### src/rtl/atm_keypad_entry.sv
// -----------------------------------------------------------------------------
// atm_keypad_entry
//
// Keypad front-end for the ATM controller. Collects key strokes into the
// account digit, PIN, operation, amount and new-PIN fields, then presents one
// complete transaction request with a valid/ready handshake.
//
// Ports:
//   clk          in   system clock, all state on rising edge
//   rst          in   asynchronous active-high reset
//   key_valid    in   one-cycle strobe qualifying key_code
//   key_code     in   0-9 digit, 10 ENTER, 11 CLEAR, 12 CANCEL, 13-15 illegal
//   req_ready    in   controller accepts the pending request
//   req_valid    out  complete request present (high while in S_SEND)
//   acc_num      out  account digit
//   pin          out  BCD PIN, first digit in MSB nibble
//   new_pin      out  BCD new PIN, same packing
//   amount       out  binary amount
//   operation    out  operation code (`BALANCE/`WITHDRAW/`DEPOSIT/`CHANGE_PIN)
//   entry_state  out  current FSM state
//   error        out  one-cycle pulse on a rejected key
//
// Optional feature macro: ATM_KEY_TIMEOUT_EN
//   When defined, an inactivity counter cancels an entry in S_PIN, S_OP,
//   S_AMT or S_NEWPIN after TIMEOUT_CYCLES idle clocks and pulses error.
// -----------------------------------------------------------------------------

// Operation codes shared with the controller; definitions.v wins if it is
// compiled first.
`ifndef BALANCE
`define BALANCE 3'd0
`endif
`ifndef WITHDRAW
`define WITHDRAW 3'd1
`endif
`ifndef DEPOSIT
`define DEPOSIT 3'd2
`endif
`ifndef CHANGE_PIN
`define CHANGE_PIN 3'd3
`endif

module atm_keypad_entry #(
  parameter int PIN_DIGITS     = 4,
  parameter int MAX_AMT_DIGITS = 6,
  parameter int TIMEOUT_CYCLES = 1000000
) (
  input  logic                    clk,
  input  logic                    rst,
  input  logic                    key_valid,
  input  logic [3:0]              key_code,
  input  logic                    req_ready,
  output logic                    req_valid,
  output logic [3:0]              acc_num,
  output logic [4*PIN_DIGITS-1:0] pin,
  output logic [4*PIN_DIGITS-1:0] new_pin,
  output logic [31:0]             amount,
  output logic [2:0]              operation,
  output logic [2:0]              entry_state,
  output logic                    error
);

  localparam int PW = 4 * PIN_DIGITS;

  localparam logic [2:0] S_ACC    = 3'd0;
  localparam logic [2:0] S_PIN    = 3'd1;
  localparam logic [2:0] S_OP     = 3'd2;
  localparam logic [2:0] S_AMT    = 3'd3;
  localparam logic [2:0] S_NEWPIN = 3'd4;
  localparam logic [2:0] S_SEND   = 3'd5;

  localparam logic [3:0] K_ENTER  = 4'd10;
  localparam logic [3:0] K_CLEAR  = 4'd11;
  localparam logic [3:0] K_CANCEL = 4'd12;

  logic [2:0]    state_q, state_d;
  logic [3:0]    acc_q, acc_d;
  logic [PW-1:0] pin_q, pin_d;
  logic [PW-1:0] npin_q, npin_d;
  logic [31:0]   amt_q, amt_d;
  logic [2:0]    op_q, op_d;
  logic [3:0]    cnt_q, cnt_d;
  logic          err_q, err_d;

  // Append one BCD digit at the LSB end; the first digit entered ends up in
  // the MSB nibble once all PIN_DIGITS have been shifted in.
  function automatic logic [PW-1:0] shift_digit(input logic [PW-1:0] cur,
                                                input logic [3:0]    dig);
    shift_digit = (cur << 4) | PW'(dig);
  endfunction

  // Decimal accumulate; 9 digits always fit in 32 bits.
  function automatic logic [31:0] amt_acc(input logic [31:0] cur,
                                          input logic [3:0]  dig);
    amt_acc = cur * 32'd10 + 32'(dig);
  endfunction

  logic is_digit;
  assign is_digit = (key_code <= 4'd9);

`ifdef ATM_KEY_TIMEOUT_EN
  localparam int TMO_W = (TIMEOUT_CYCLES > 1) ? $clog2(TIMEOUT_CYCLES + 1) : 1;
  logic [TMO_W-1:0] tmo_q, tmo_d;
  logic             tmo_active;
  assign tmo_active = (state_q == S_PIN) || (state_q == S_OP) ||
                      (state_q == S_AMT) || (state_q == S_NEWPIN);
`endif

  always_comb begin
    state_d = state_q;
    acc_d   = acc_q;
    pin_d   = pin_q;
    npin_d  = npin_q;
    amt_d   = amt_q;
    op_d    = op_q;
    cnt_d   = cnt_q;
    err_d   = 1'b0;

    if (state_q == S_SEND) begin
      // Request frozen until accepted; every key is ignored here.
      if (req_ready) state_d = S_ACC;
    end else if (key_valid) begin
      if (key_code > K_CANCEL) begin
        err_d = 1'b1;
      end else if (key_code == K_CANCEL) begin
        state_d = S_ACC;
        acc_d   = '0;
        pin_d   = '0;
        npin_d  = '0;
        amt_d   = '0;
        op_d    = '0;
        cnt_d   = '0;
      end else begin
        case (state_q)
          S_ACC: begin
            if (is_digit) begin
              acc_d   = key_code;
              pin_d   = '0;
              npin_d  = '0;
              amt_d   = '0;
              op_d    = '0;
              state_d = S_PIN;
            end
          end
          S_PIN: begin
            if (is_digit) begin
              pin_d = shift_digit(pin_q, key_code);
              cnt_d = cnt_q + 4'd1;
              if (cnt_q == 4'(PIN_DIGITS - 1)) state_d = S_OP;
            end else if (key_code == K_CLEAR) begin
              pin_d = '0;
              cnt_d = '0;
            end
          end
          S_OP: begin
            case (key_code)
              4'd1: begin op_d = `BALANCE;    state_d = S_SEND;   end
              4'd2: begin op_d = `WITHDRAW;   state_d = S_AMT;    end
              4'd3: begin op_d = `DEPOSIT;    state_d = S_AMT;    end
              4'd4: begin op_d = `CHANGE_PIN; state_d = S_NEWPIN; end
              4'd5: begin
                // Leave without a request; fields are cleared for the next user.
                state_d = S_ACC;
                acc_d   = '0;
                pin_d   = '0;
                npin_d  = '0;
                amt_d   = '0;
                op_d    = '0;
              end
              K_ENTER, K_CLEAR: ;
              default: err_d = 1'b1;
            endcase
          end
          S_AMT: begin
            if (is_digit) begin
              if (cnt_q >= 4'(MAX_AMT_DIGITS)) begin
                err_d = 1'b1;
              end else begin
                amt_d = amt_acc(amt_q, key_code);
                cnt_d = cnt_q + 4'd1;
              end
            end else if (key_code == K_ENTER) begin
              if (cnt_q != 4'd0) state_d = S_SEND;
              else               err_d   = 1'b1;
            end else begin
              amt_d = '0;
              cnt_d = '0;
            end
          end
          S_NEWPIN: begin
            if (is_digit) begin
              npin_d = shift_digit(npin_q, key_code);
              cnt_d  = cnt_q + 4'd1;
              if (cnt_q == 4'(PIN_DIGITS - 1)) state_d = S_SEND;
            end else if (key_code == K_CLEAR) begin
              npin_d = '0;
              cnt_d  = '0;
            end
          end
          default: state_d = S_ACC;
        endcase
      end
    end else if (state_q > S_SEND) begin
      state_d = S_ACC;
    end

`ifdef ATM_KEY_TIMEOUT_EN
    // Idle expiry behaves like CANCEL but is reported as an error.
    if (!key_valid && tmo_active && (tmo_q == TMO_W'(TIMEOUT_CYCLES - 1))) begin
      state_d = S_ACC;
      acc_d   = '0;
      pin_d   = '0;
      npin_d  = '0;
      amt_d   = '0;
      op_d    = '0;
      err_d   = 1'b1;
    end
`endif

    if (state_d != state_q) cnt_d = '0;
  end

`ifdef ATM_KEY_TIMEOUT_EN
  always_comb begin
    tmo_d = tmo_q;
    if (key_valid || (state_d != state_q)) tmo_d = '0;
    else if (tmo_active)                   tmo_d = tmo_q + 1'b1;
  end

  always_ff @(posedge clk or posedge rst) begin
    if (rst) tmo_q <= '0;
    else     tmo_q <= tmo_d;
  end
`endif

  always_ff @(posedge clk or posedge rst) begin
    if (rst) begin
      state_q <= S_ACC;
      acc_q   <= '0;
      pin_q   <= '0;
      npin_q  <= '0;
      amt_q   <= '0;
      op_q    <= '0;
      cnt_q   <= '0;
      err_q   <= 1'b0;
    end else begin
      state_q <= state_d;
      acc_q   <= acc_d;
      pin_q   <= pin_d;
      npin_q  <= npin_d;
      amt_q   <= amt_d;
      op_q    <= op_d;
      cnt_q   <= cnt_d;
      err_q   <= err_d;
    end
  end

  assign req_valid   = (state_q == S_SEND);
  assign acc_num     = acc_q;
  assign pin         = pin_q;
  assign new_pin     = npin_q;
  assign amount      = amt_q;
  assign operation   = op_q;
  assign entry_state = state_q;
  assign error       = err_q;

endmodule
### config.mk
export PLATFORM = sky130hd
export DESIGN_NAME = atm_keypad_entry
export DESIGN_NICKNAME = d
export VERILOG_FILES = /design/src/rtl/atm_keypad_entry.sv
export SDC_FILE = /design/constraint.sdc
export NUM_CORES = 1
export LEC_CHECK = 0
export CAP_MARGIN = 5
export CORE_ASPECT_RATIO = 1.5
export CORE_UTILIZATION = 57
export DETAILED_ROUTE_END_ITERATION = 12
export PLACE_DENSITY = 0.84
export SYNTH_ARGS = -nofsm -noshare
export SYNTH_HDL_FRONTEND = slang
export SYNTH_SLANG_ARGS = --single-unit
### constraint.sdc
create_clock -name clk -period 4.45 [get_ports clk]
set_clock_uncertainty 0.2 [all_clocks]
set_input_delay 0.89 -clock clk [delete_from_list [all_inputs] [get_ports clk]]
set_output_delay 0.89 -clock clk [all_outputs]
set_load 0.02 [all_outputs]
==> results.cfg <==
[power_and_ir_drop]
leakage_uw = 0.00343
ir_worst_vdd_mv = 0.361
powerDensity_nw_per_um2 = 284

[worst_setup_path]
cp_num_buf_inv = 1
rr_worst_depth = 14
crit_slowest_cell = or4_1
path_common_cell = ha_1
path_cells = ha_1 -> ha_1 -> inv_1 -> fa_1 -> and2b_1 -> o2111ai_4 -> a211oi_1 -> a311oi_2 -> nand2_2 -> nor4_4 -> and3_2 -> a21oi_2 -> or4_1 -> a32o_1
endpoint_kind = flip-flop
worstPathArrival_ns = 4.29
reg2reg_to = amount[28]
startpoint = amount[1]
crit_fanout = 8
worstSetupStartpointType = flip-flop
reg2reg_slack_ns = 0.20
r2r-start = amount[1]
critical_path.top_delay_family = simple AND/OR/NAND/NOR gates
worstPathRequired_ns = 4.49
critPathMaxStageDelay_ns = 0.46
critPathKind = reg2reg

[logic_synthesis]
synth_edf_count = 0
synth_fp_nets = 852
ys_seq_area_frac = 0.301
async_flop_share = 1.00
netlist_top_cells_count = nand2_1 (138), o21ai_0 (91), dfrtp_1 (78)
avgSynthCellArea_sq_um = 8.29
synth_top_area_share = 0.301
syn_inst = 781
synth.largest_area_cell = dfrtp_1
yosys_warnings = 0
synth_area_leaders = dfrtp_1 (30%), ha_1 (12%), nand2_1 (8.0%)
yosysMostFrequentCell = nand2_1
synthFlopType = dfrtp_1
ys_types = 85
ys_ff_latch = 78
syn_area_sq_um = 6470

[place]
gp_congestion = 0.925
port_buffers = 82
pre_cts_slack_ns = 0.0728
place_hpwl_um = 13600

[die]
io_pins = 84
start_util = 0.586
die_x_um = 89.0
rows = 47
dieArea_sq_um = 11800
core-area_sq_um = 11100
die_y_um = 133

[sta]
fin_ws_ns = 0.202
finalSetupTns_ns = 0
tightestPinTransition_ns = 1.09
relSlewSlack = 0.271
slew_viol_final = 0
rsz0062_at_grt = no
max_freq_ghz = 0.235
finalWorstPathRequiredPeriod_ns = 4.25
final_hold_viol_count = 0
setup_viol_count_final = 0
min_period_over_period = 0.955

[drt]
drt-pass1-iter-count = 5
vias_per_cell = 6.13
routed_wl_um = 18100
wl_per_cell_um = 17.9
drt_iter0_drc = 402
via_count = 6207
antenna_left = 0
drc = 0

[cts]
tritoncts = yes
cts_sinks = 78
cts_made_buffers = 9
ctsHoldBuffers = 0
clock_latency_ns = 0.35
clk_pin_slew_ns = 0.07
htreeDepth = 3
clockBufferDepth = 2
root_buffer = clkbuf_16

[global_route]
grt_max_degree = 63
grt_pass1_wl_um = 29700
gr-total-overflow = 0
antenna_found_initial = 0
gr-usage-all-layers = 0.325
grt_pass1_vias = 6099

[run_status]
status = completed

[run]
cap_viol_max_count = 0

[cells_and_area]
layout-drive-gt1-share = 0.0958
area_delta_synth_final_pct = 20.4
diodes = 0
fillers = 918
fin_nets = 932

[min_path]
hold_path_class = reg2reg
hold_depth = 2
min_from = acc_num[0]
worst_hold_path.endpoint = acc_num[0]
[where the power goes]
group / total [uW] / internal (uW) / switching, uW
Sequential: 863 / 771 / 92.0
Combinational: 616 / 224 / 392
Clock: 735 / 390 / 345
Total: 2210 / 1380 / 829
[worst reg2reg max path: stages, from the launching register on]
cell	delay (ns)
dfrtp_2	0.45
ha_1	0.32
ha_1	0.23
inv_1	0.08
fa_1	0.22
and2b_1	0.24
o2111ai_4	0.34
a211oi_1	0.17
a311oi_2	0.33
nand2_2	0.14
nor4_4	0.35
and3_2	0.32
a21oi_2	0.08
or4_1	0.46
a32o_1	0.25
[cell type report]
type	count	area, sq um	area share
inverters	17	65.1	0.00835
repair buffers	107	1010	0.129
clock buffers	9	225	0.0289
flip-flops and latches	78	1950	0.251
clock inverters	7	62.6	0.00802
multi-input cells	648	4300	0.551
well taps	147	184	0.0236
[cells by family after synthesis]
group                    synth area share
buffers and inverters              0.0385
flip-flops                          0.301
XOR/XNOR                           0.0649
adder cells (fa/ha/maj)             0.124
AO/OA/AOI/OAI                       0.235
AND/OR/NAND/NOR                     0.226
multiplexers                       0.0100
other                            0.000579
[state kept, by name (all words and copies together) (netlist names)]
name,cells
new_pin,16
amount,32
operation,2
entry_state,3
acc_num,4
cnt_q,4
error,1
pin,16
[stage by stage]
stage	utilization	power (uW)	area, sq um	hold slack (ns)	cells
2_1_floorplan	-	1230	6470	0.337	781
3_3_place_gp	0.674	1470	7450	0.262	992
3_5_place_dp	0.674	1480	7450	0.270	992
4_1_cts	0.700	2220	7740	0.284	1008
5_1_grt	0.705	2310	7800	0.306	1013
6_report	0.705	2210	7800	0.276	1013
[layout by cell type, fill, tap and decap left out, types with 4 or more instances in the layout]
cell type,synthesis,layout
clkdlybuf4s50_1,0,82
nand2b_1,8,8
and3_1,7,6
nor2_1,45,45
xor2_1,16,16
nand3_1,19,19
a21o_1,12,12
or3_1,4,4
nor3_1,18,18
xnor2_1,32,32
or2_2,5,5
clkbuf_16,0,9
o211ai_1,4,4
and2_1,6,6
buf_4,3,25
nand4b_1,4,4
dfrtp_1,78,77
o2111ai_1,4,4
o21ai_1,8,9
nand4_1,7,7
a21oi_1,45,45
o21ai_0,91,90
a31oi_1,9,9
nand2_1,138,138
ha_1,61,61
o31ai_1,12,11
inv_1,17,16
nand3b_1,5,5
nor2b_1,5,5
a211oi_1,4,4
o21a_1,5,5
[timing repair]
item / 4_1_cts / 5_1_grt
gates resized for setup: 0 / 5
setup endpoints to repair: 0 / 6
buffers inserted: 0 / 5
hold endpoints to repair: 0 / 0
[how the worst max path moves through the flow]
stage                     slack (ns)  cells past startpoint    endpoint
after floorplan                 0.41                     14  amount[28]
after global placement          0.28                     14  amount[28]
after detailed placement        0.07                     14  amount[31]
after CTS                       0.02                     14  amount[31]
after global routing            0.01                     14  amount[31]
final                           0.20                     14  amount[28]
[per-layer routing]
metal	global-route usage	wire length (um)	vias up
li1	-	-	2971
met1	0.349	6640	2928
met2	0.572	9570	230
met3	0.0580	819	78
met4	0.205	1100	0
met5	0	0	-
(Power assumes the default switching activity.)
